--- src/rtl/npu_fp16_pkg.sv ---
// Shared fp16 types, constants and helpers for the NPU datapath stages.
// Arithmetic is round-toward-zero, denormals flush to zero, Inf/NaN clamp to max finite.
package npu_fp16_pkg;

    typedef struct packed {
        logic       sign;
        logic [4:0] exp;
        logic [9:0] man;
    } fp16_t;

    localparam int          FP16_BIAS    = 15;
    localparam logic [15:0] FP16_MAX_POS = 16'h7BFF;
    localparam logic [15:0] FP16_MAX_NEG = 16'hFBFF;
    localparam logic [15:0] FP16_ZERO    = 16'h0000;

    typedef enum logic [2:0] {
        ST_IDLE    = 3'd0,
        ST_FETCH   = 3'd1,
        ST_ADD     = 3'd2,
        ST_BIAS    = 3'd3,
        ST_PRESENT = 3'd4
    } mac_state_t;

    // Zero/denormal becomes +0; Inf/NaN becomes the same-signed largest finite value.
    function automatic fp16_t fp16_sanitize(input logic [15:0] v);
        fp16_t f;
        f = fp16_t'(v);
        if (f.exp == 5'd0) begin
            f = fp16_t'(FP16_ZERO);
        end else if (f.exp == 5'd31) begin
            f = {f.sign, 5'd30, 10'h3FF};
        end
        return f;
    endfunction

    function automatic logic [15:0] fp16_pack(input logic sign,
                                              input logic signed [6:0] exp_r,
                                              input logic [9:0] man);
        if (exp_r <= 7'sd0) begin
            return FP16_ZERO;
        end else if (exp_r >= 7'sd31) begin
            return sign ? FP16_MAX_NEG : FP16_MAX_POS;
        end else begin
            return {sign, exp_r[4:0], man};
        end
    endfunction

endpackage

--- src/rtl/fp16_add.sv ---
// Combinational fp16 adder: truncating alignment, leading-zero normalize,
// round-toward-zero, flush/saturate at the exponent limits.
module fp16_add
    import npu_fp16_pkg::*;
(
    input  logic [15:0] a,
    input  logic [15:0] b,
    output logic [15:0] y
);

    fp16_t             fa;
    fp16_t             fb;
    fp16_t             op_hi;
    fp16_t             op_lo;
    logic [10:0]       sig_hi;
    logic [10:0]       sig_lo;
    logic [10:0]       lo_aligned;
    logic [10:0]       dif;
    logic [11:0]       sum;
    logic [4:0]        shift;
    logic [3:0]        lzc;
    logic signed [6:0] exp_r;
    logic [9:0]        man_r;

    always_comb begin
        // NOTE: every variable gets a value before any branch, so no path can infer a latch.
        y     = FP16_ZERO;
        exp_r = '0;
        man_r = '0;
        lzc   = 4'd0;

        fa = fp16_sanitize(a);
        fb = fp16_sanitize(b);
        if ({fa.exp, fa.man} >= {fb.exp, fb.man}) begin
            op_hi = fa;
            op_lo = fb;
        end else begin
            op_hi = fb;
            op_lo = fa;
        end

        sig_hi     = (op_hi.exp == 5'd0) ? 11'd0 : {1'b1, op_hi.man};
        sig_lo     = (op_lo.exp == 5'd0) ? 11'd0 : {1'b1, op_lo.man};
        shift      = op_hi.exp - op_lo.exp;
        lo_aligned = (shift >= 5'd12) ? 11'd0 : (sig_lo >> shift);

        sum = {1'b0, sig_hi} + {1'b0, lo_aligned};
        dif = sig_hi - lo_aligned;
        // Lowest-to-highest scan: the last hit is the leading one.
        for (int i = 0; i <= 10; i++) begin
            if (dif[i]) lzc = 4'(10 - i);
        end

        if (op_hi.sign == op_lo.sign) begin
            if (sum != 12'd0) begin
                if (sum[11]) begin
                    exp_r = $signed({2'b00, op_hi.exp}) + 7'sd1;
                    man_r = sum[10:1];
                end else begin
                    exp_r = $signed({2'b00, op_hi.exp});
                    man_r = sum[9:0];
                end
                y = fp16_pack(op_hi.sign, exp_r, man_r);
            end
        end else if (dif != 11'd0) begin
            exp_r = $signed({2'b00, op_hi.exp}) - $signed({3'b000, lzc});
            man_r = 10'(dif << lzc);
            y     = fp16_pack(op_hi.sign, exp_r, man_r);
        end
    end

endmodule

--- src/rtl/neuron_mac_fp16.sv ---
// One neuron pre-activation, sum(x_i*w_i)+bias in fp16, handed to the sigmoid
// stage on a level request held until act_valid.
module neuron_mac_fp16
    import npu_fp16_pkg::*;
#(
    parameter int MAX_TERMS = 256,
    parameter int CNT_W     = $clog2(MAX_TERMS + 1)
) (
    input  logic             clk,
    input  logic             reset,
    input  logic             start,
    input  logic [CNT_W-1:0] num_terms,
    input  logic [15:0]      bias,
    input  logic             in_valid,
    output logic             in_ready,
    input  logic [15:0]      in_x,
    input  logic [15:0]      in_w,
    output logic [15:0]      neuron_val,
    output logic             add_activation,
    input  logic             act_valid,
    output logic             busy
);

    localparam logic signed [6:0] EXP_BIAS7 = 7'(FP16_BIAS);

    mac_state_t       state_q, state_d;
    logic [CNT_W-1:0] num_q, num_d;
    logic [CNT_W-1:0] cnt_q, cnt_d;
    logic [15:0]      bias_q, bias_d;
    logic [15:0]      acc_q, acc_d;
    logic [15:0]      prod_q, prod_d;
    logic [15:0]      neuron_val_q, neuron_val_d;
    logic             add_activation_q, add_activation_d;

    logic [CNT_W-1:0] num_clamped;
    fp16_t             mx;
    fp16_t             mw;
    logic [21:0]       sig_p;
    logic signed [6:0] exp_p;
    logic [9:0]        man_p;
    logic [15:0]       mul_y;
    logic [15:0]       add_b;
    logic [15:0]       add_y;

    always_comb begin
        mx    = fp16_sanitize(in_x);
        mw    = fp16_sanitize(in_w);
        sig_p = {11'd0, 1'b1, mx.man} * {11'd0, 1'b1, mw.man};
        exp_p = $signed({2'b00, mx.exp}) + $signed({2'b00, mw.exp}) - EXP_BIAS7
              + (sig_p[21] ? 7'sd1 : 7'sd0);
        man_p = sig_p[21] ? 10'(sig_p >> 11) : 10'(sig_p >> 10);
        mul_y = (mx.exp == 5'd0 || mw.exp == 5'd0) ? FP16_ZERO
                                                   : fp16_pack(mx.sign ^ mw.sign, exp_p, man_p);
    end

    // One adder serves both the running sum and the final bias add.
    assign add_b = (state_q == ST_BIAS) ? bias_q : prod_q;

    fp16_add u_add (
        .a (acc_q),
        .b (add_b),
        .y (add_y)
    );

    assign num_clamped = (num_terms > CNT_W'(MAX_TERMS)) ? CNT_W'(MAX_TERMS) : num_terms;

    always_comb begin
        state_d          = state_q;
        num_d            = num_q;
        cnt_d            = cnt_q;
        bias_d           = bias_q;
        acc_d            = acc_q;
        prod_d           = prod_q;
        neuron_val_d     = neuron_val_q;
        add_activation_d = add_activation_q;

        case (state_q)
            ST_IDLE: begin
                if (start) begin
                    num_d   = num_clamped;
                    bias_d  = bias;
                    acc_d   = FP16_ZERO;
                    cnt_d   = '0;
                    state_d = (num_clamped != '0) ? ST_FETCH : ST_BIAS;
                end
            end
            ST_FETCH: begin
                if (in_valid) begin
                    prod_d  = mul_y;
                    cnt_d   = cnt_q + 1'b1;
                    state_d = ST_ADD;
                end
            end
            ST_ADD: begin
                acc_d   = add_y;
                state_d = (cnt_q == num_q) ? ST_BIAS : ST_FETCH;
            end
            ST_BIAS: begin
                neuron_val_d     = add_y;
                add_activation_d = 1'b1;
                state_d          = ST_PRESENT;
            end
            ST_PRESENT: begin
                if (act_valid) begin
                    add_activation_d = 1'b0;
                    state_d          = ST_IDLE;
                end
            end
            default: state_d = ST_IDLE;
        endcase
    end

    always_ff @(posedge clk or posedge reset) begin
        if (reset) begin
            state_q          <= ST_IDLE;
            num_q            <= '0;
            cnt_q            <= '0;
            bias_q           <= FP16_ZERO;
            acc_q            <= FP16_ZERO;
            prod_q           <= FP16_ZERO;
            neuron_val_q     <= FP16_ZERO;
            add_activation_q <= 1'b0;
        end else begin
            // NOTE: non-blocking updates keep every flop sampling pre-edge values.
            state_q          <= state_d;
            num_q            <= num_d;
            cnt_q            <= cnt_d;
            bias_q           <= bias_d;
            acc_q            <= acc_d;
            prod_q           <= prod_d;
            neuron_val_q     <= neuron_val_d;
            add_activation_q <= add_activation_d;
        end
    end

    assign in_ready       = (state_q == ST_FETCH);
    assign busy           = (state_q != ST_IDLE);
    assign neuron_val     = neuron_val_q;
    assign add_activation = add_activation_q;

endmodule

--- config.mk ---
export PLATFORM = sky130hd
export DESIGN_NAME = neuron_mac_fp16
export DESIGN_NICKNAME = d
export VERILOG_FILES = /design/src/rtl/npu_fp16_pkg.sv /design/src/rtl/fp16_add.sv /design/src/rtl/neuron_mac_fp16.sv
export SDC_FILE = /design/constraint.sdc
export NUM_CORES = 1
export LEC_CHECK = 0
export BUFFER_PORTS_ARGS = -buffer_cell sky130_fd_sc_hd__buf_2
export CORE_ASPECT_RATIO = 2
export CORE_MARGIN = 2
export CORE_UTILIZATION = 34
export DETAILED_ROUTE_END_ITERATION = 10
export PLACE_DENSITY = 0.53
export RECOVER_POWER = 50
export SYNTH_ARGS = -nofsm -noshare
export SYNTH_HDL_FRONTEND = slang
export SYNTH_SLANG_ARGS = --single-unit
--- constraint.sdc ---
create_clock -name clk -period 29.5 [get_ports clk]
set_clock_uncertainty 0.2 [all_clocks]
set_input_delay 8.85 -clock clk [delete_from_list [all_inputs] [get_ports clk]]
set_output_delay 8.85 -clock clk [all_outputs]
set_load 0.02 [all_outputs]
=== After elaboration in Yosys (flattened, before gate mapping) ===
Cells that the tools add are included.

* Bitwise gates (word level): 1
* Muxes and demuxes: 57
* Shift operators: 2
* Eq/ne operators: 13
* Reductions and logical operators: 23
* Multipliers: 1
* $add $sub $neg: 9
* $lt $le $gt $ge: 9

{| class="wikitable"
|+ Operator list
! kind !! number
|-
| $mux W16 || 20
|-
| $mux W15 || 4
|-
| $mux W4 || 11
|-
| $logic_not A5 Y1 || 8
|-
| $mux W11 || 3
|-
| $pmux W16 S2 || 1
|-
| $mux W9 || 3
|-
| $mul A11 B11 Y22 || 1
|-
| $ge A7 B6 Y1 const B || 3
|-
| $le A7 B1 Y1 const B || 3
|-
| $mux W7 || 3
|-
| $eq A5 B5 Y1 const B || 4
|-
| $mux W10 || 2
|-
| $pmux W9 S2 || 1
|-
| $ge A15 B15 Y1 || 1
|-
| $pmux W3 S5 || 1
|-
| $add A11 B11 Y12 || 1
|-
| $reduce_bool A12 Y1 || 1
|-
| $reduce_bool A11 Y1 || 1
|-
| $shl A11 B4 Y10 || 1
|-
| $shr A11 B5 Y11 || 1
|-
| $sub A11 B11 Y11 || 1
|-
| $add A9 B1 Y9 const B || 1
|-
| $eq A9 B9 Y1 || 1
|-
| 25 further kinds || 38
|}

* Flip-flop bits (word level): 86
* Word-level logic and storage cells: 123
* Output and inout port bits: 19
* Input port bits: 62

=== Longest topological paths before layout ===
* Word-level depth: 30
* Depth in mapped cells: 45
* Mapped depth without buffers: 39

=== Cells and area by module ===
A second synthesis with hierarchy kept.

* Cell total of the unflattened synthesis: 1522
* Area, all modules: 12434.4 sq um

{| class="wikitable"
|+ By module, submodules not included
! module !! area each (sq um) !! sequential area each (sq um) !! cells each !! instances
|-
| neuron_mac_fp16 || 8177.8 || 2152.1 || 883 || 1
|-
| fp16_add || 4256.6 || 0.0 || 639 || 1
|}

=== Least setup slack after synthesis ===
OpenSTA, ideal clock, no wires.

* Path kind: input -> register
* From: input in_w[11]
* To: register prod_q[0]
* Data required time: 29.216 ns
* Slack: 11.534 ns
* Stages: 36
* Setup time: 0.084 ns
* Path buffers: 3
* Arrival: 17.682 ns
* Path through: or4_1 > nand2b_1 > clkbuf_1 > o21ai_0 > clkinv_1 > nand2_1 > fa_1 > fa_1 > inv_1 > fa_1 > inv_1 > fa_1 > inv_1 > fa_1 > ha_1 > a21o_1 > a21oi_1 > o22ai_1 > a211oi_1 > a21o_1 > a21o_1 > nand3_1 > clkbuf_1 > ha_1 > inv_1 > ha_1 > fa_1 > a21o_1 > a21oi_1 > xnor2_1 > nor3_1 > a2111oi_0 > and2_0 > clkbuf_1 > a211oi_1 > o21ai_0

* Word-level cells in the longest chain between the ends: 10
* Elaborated cells between the ends (all ways): 17
* Those cells by class: add/sub: 3; mul: 1; order compare: 2; eq/ne: 1; mux: 7; reduce/logical: 3

{| class="wikitable"
|+ Ends and longest elaborated chain
! element !! RTL line !! text
|-
| start: declaration || neuron_mac_fp16.sv:17 || <nowiki>input logic [15:0] in_w,</nowiki>
|-
| $eq A5 B5 Y1 || npu_fp16_pkg.sv:30 || <nowiki>end else if (f.exp == 5'd31) begin</nowiki>
|-
| $mux W15 || npu_fp16_pkg.sv:30 ||
|-
| $mux W16 (*) || npu_fp16_pkg.sv:28 || <nowiki>if (f.exp == 5'd0) begin</nowiki>
|-
| $mul A11 B11 Y22 / $add A5 B5 Y6 (equally long branches) || neuron_mac_fp16.sv:48, neuron_mac_fp16.sv:49 ||
|-
| $mux W1 / $sub A6 B4 Y7 (equally long branches) || neuron_mac_fp16.sv:50, neuron_mac_fp16.sv:49 ||
|-
| $add A7 B2 Y7 || neuron_mac_fp16.sv:50 || <nowiki>+ (sig_p[21] ? 7'sd1 : 7'sd0);</nowiki>
|-
| $ge A7 B6 Y1 || npu_fp16_pkg.sv:41 || <nowiki>end else if (exp_r >= 7'sd31) begin</nowiki>
|-
| $mux W16 || npu_fp16_pkg.sv:41 ||
|-
| $mux W16 || npu_fp16_pkg.sv:39 || <nowiki>if (exp_r <= 7'sd0) begin</nowiki>
|-
| $mux W16 (*) || neuron_mac_fp16.sv:52 || <nowiki>mul_y = (mx.exp == 5'd0 || mw.exp == 5'd0) ? FP16_ZERO</nowiki>
|-
| end signal: assignment || neuron_mac_fp16.sv:130 || <nowiki>prod_q <= prod_d;</nowiki>
|-
| end: declaration || neuron_mac_fp16.sv:31 || <nowiki>logic [15:0] prod_q, prod_d;</nowiki>
|}

Mark *: on every way between the ends. The rest lies on a longest branch, timed or not.
A chain may end at the register's enable or synchronous reset.

=== Worst setup path after layout ===
Ends and elaborated chain as after synthesis.

==> impl_metrics.ini <==
[timing]
timing.slew.headroom = -1.606
rsz0062_at_grt = false
worst_pin_slew_ns = 3.909
min_period_ns = 18.23
fmax_mhz = 54.85
setup_viol = 0
post-route-period-util = 0.6180
final.setup.worst_slack_ns = 11.27
maxSlewViolCount = 73
tns_ns = 0
hold_viol_final = 0

[place]
port_buffers = 80
place_area_um2 = 12940
post-place-ws_ns = 10.89
gp_congestion = 0.9677
dpl.hpwl_mm = 34.81

[global_route]
grt_usage = 0.2232
grt_max_degree = 73
antenna_found_initial = 0
grt_pass1_wl_mm = 62.73
grt_overflow = 0
grt_pass1_vias = 11850

[clock_network]
cts_hold_buffers = 0
cts.clk_slew.worst_paths_ns = 0.07
clockBufferDepth = 2
root_buffer = clkbuf_16
clock-sinks = 86
cts_tree = yes
post_cts_buffers = 0
cts_resized = 0
htreeDepth = 3
clock_latency_ns = 0.37
cts_buffers = 9

[worst_setup_path]
crit_required_ns = 29.58
max_stage_delay_ns = 0.58
crit_fanout = 24
worstSetupStartpointType = input pin
crit_type = input pin to flop
slowest_stage = or4_1
crit_top_cell = fa_1
cp.arrival_ns = 18.31
endpoint_kind = flop
reg2regPathDepth = 37

[drt]
ant_nets = 0
drt_iter0_drc = 461
routed_via_density = 5.440
wl_per_cell_um = 19.82
drc_errors = 0
num_vias = 11090
first_pass_iters = 5
wl_mm = 40.40

[die]
io_pins = 81
start_util = 0.3456
die-area_um2 = 37270
core_area_um2 = 35070
die_x_um = 137.5
num_rows = 97
die_h_um = 271.0

[worst_hold_path]
hold_path_depth = 2
hold_class = flop to flop

[synthesis]
yosysTopAreaCell = dfrtp_1
synth_edf_count = 0
yosysSeqAreaShare = 0.1776
syn_avg_cell_area_um2 = 7.810
synth_cell_types = 93
yosysTopAreaCellShare = 0.1776
syn_inst = 1552
yosys-top-cells-area = dfrtp_1, fa_1, ha_1
syn-cell-area_um2 = 12120
ys_ff_latch = 86
yosysWarnings = 0
synth_nets = 1807
synth_flop_cell = dfrtp_1
synthArstFlopShare = 1.000

[status]
outcome = finished with violations
violations = capacitance limit, slew limit

[final_layout]
fill_cells = 3691
layout-drive-gt1-share = 0.09542
layout.nets = 1843
finalInstanceArea_um2 = 13240
multi_input_area_um2 = 9030
diodes = 0
seqCellArea_um2 = 2152
area_growth_syn_to_layout_pct = 9.239

[job]
maxCapViolCount = 1
## path summary, 6_finish.rpt
check / startpoint / endpoint / slack (ns)
max: in_w[11] / prod_q[0] / 11.27
max in group asynchronous: reset / prod_q[15] / 16.67
max reg2reg: state_q[2] / acc_q[4] / 17.97
min: bias_q[1] / bias_q[1] / 0.28
min reg2reg: bias_q[1] / bias_q[1] / 0.28
min in group asynchronous: reset / add_activation / 8.32
## cells by family (layout without fill, tap and decap cells)
family	after synthesis	in the layout	share of synthesized area
buffers and inverters	247	288	0.07825
adder cells (fa/ha/maj)	193	193	0.2500
AND/OR/NAND/NOR	576	576	0.2159
XOR/XNOR	51	51	0.03871
multiplexers	50	50	0.04212
AO/OA/AOI/OAI	349	349	0.1975
flip-flops	86	86	0.1776
## synthesized netlist by cell type (all sizes together) (16+ instances only)
cell and number:
o21a 25, xor2 25, ha 111, xnor2 26, nor2 152, a21oi 60
nor3 27, inv 168, mux2i 42, o21ai 118, dfrtp 86, clkbuf 63
fa 82, nand3 33, nand2 242, nand2b 16
## per-layer routing
layer | vias to the layer above | GRT usage | wire length (um)
li1 | 5364 | - | -
met1 | 5348 | 0.1808 | 12180
met2 | 239 | 0.4640 | 24050
met3 | 135 | 0.01611 | 694
met4 | 0 | 0.1660 | 3471
met5 | - | 0 | 0
## critical path: cells and delay by family
kind                       cells  cell delay [ns]
adders and majority gates      9             3.76
AOI/OAI and AO/OA             12             2.42
and+or+nand+nor                6             1.71
buffers and inverters          8             1.38
xor gates and xnor gates       1             0.19
## sequential cells by signal (all words and copies together) (netlist names)
signal,flops
state_q,3
neuron_val,16
add_activation,1
acc_q,16
prod_q,16
bias_q,16
num_q,9
cnt_q,9
## area by class of cell
type | count | share of cell area
flip-flops and latches | 86 | 0.1625
clock inverters | 7 | 0.007749
repair buffers | 100 | 0.03978
multi-input cells | 1219 | 0.6820
clock buffers | 9 | 0.01701
well taps | 445 | 0.04205
inverters | 172 | 0.04886
## placed cells by master, fill, tap and decap left out, types with 11 or more instances in the layout
cell type and n:
o211ai_1 11, a211oi_1 14, a21o_1 14, o21ai_0 98
o21ai_1 19, ha_1 111, xor2_1 25, a21oi_1 59
and3_1 11, dfrtp_1 86, nand4_1 11, fa_1 82
nor3_1 27, mux2i_1 42, o21a_1 25, nand3_1 32
buf_4 19, xnor2_1 23, buf_2 64, nor2b_1 13
nor2_1 150, nand2b_1 16, inv_1 166, or3_1 15
and2_1 11, clkbuf_1 17, a31o_2 11, nand2_1 242
## through the flow
| step | std cells | hold WS, ns | utilization |
|---|---|---|---|
| CTS | 2038 | 0.2864 | 0.3782 |
| global placement | 2022 | 0.2621 | 0.3688 |
| finish | 2038 | 0.2822 | 0.3775 |
| global route | 2038 | 0.3158 | 0.3775 |
| detailed placement | 2022 | 0.2695 | 0.3688 |
| floorplan | 1552 | 0.2455 | - |
Power is left out: the tool's default activity adds up to more than one toggle a clock period on the data nets, which glitch-free logic cannot reach.
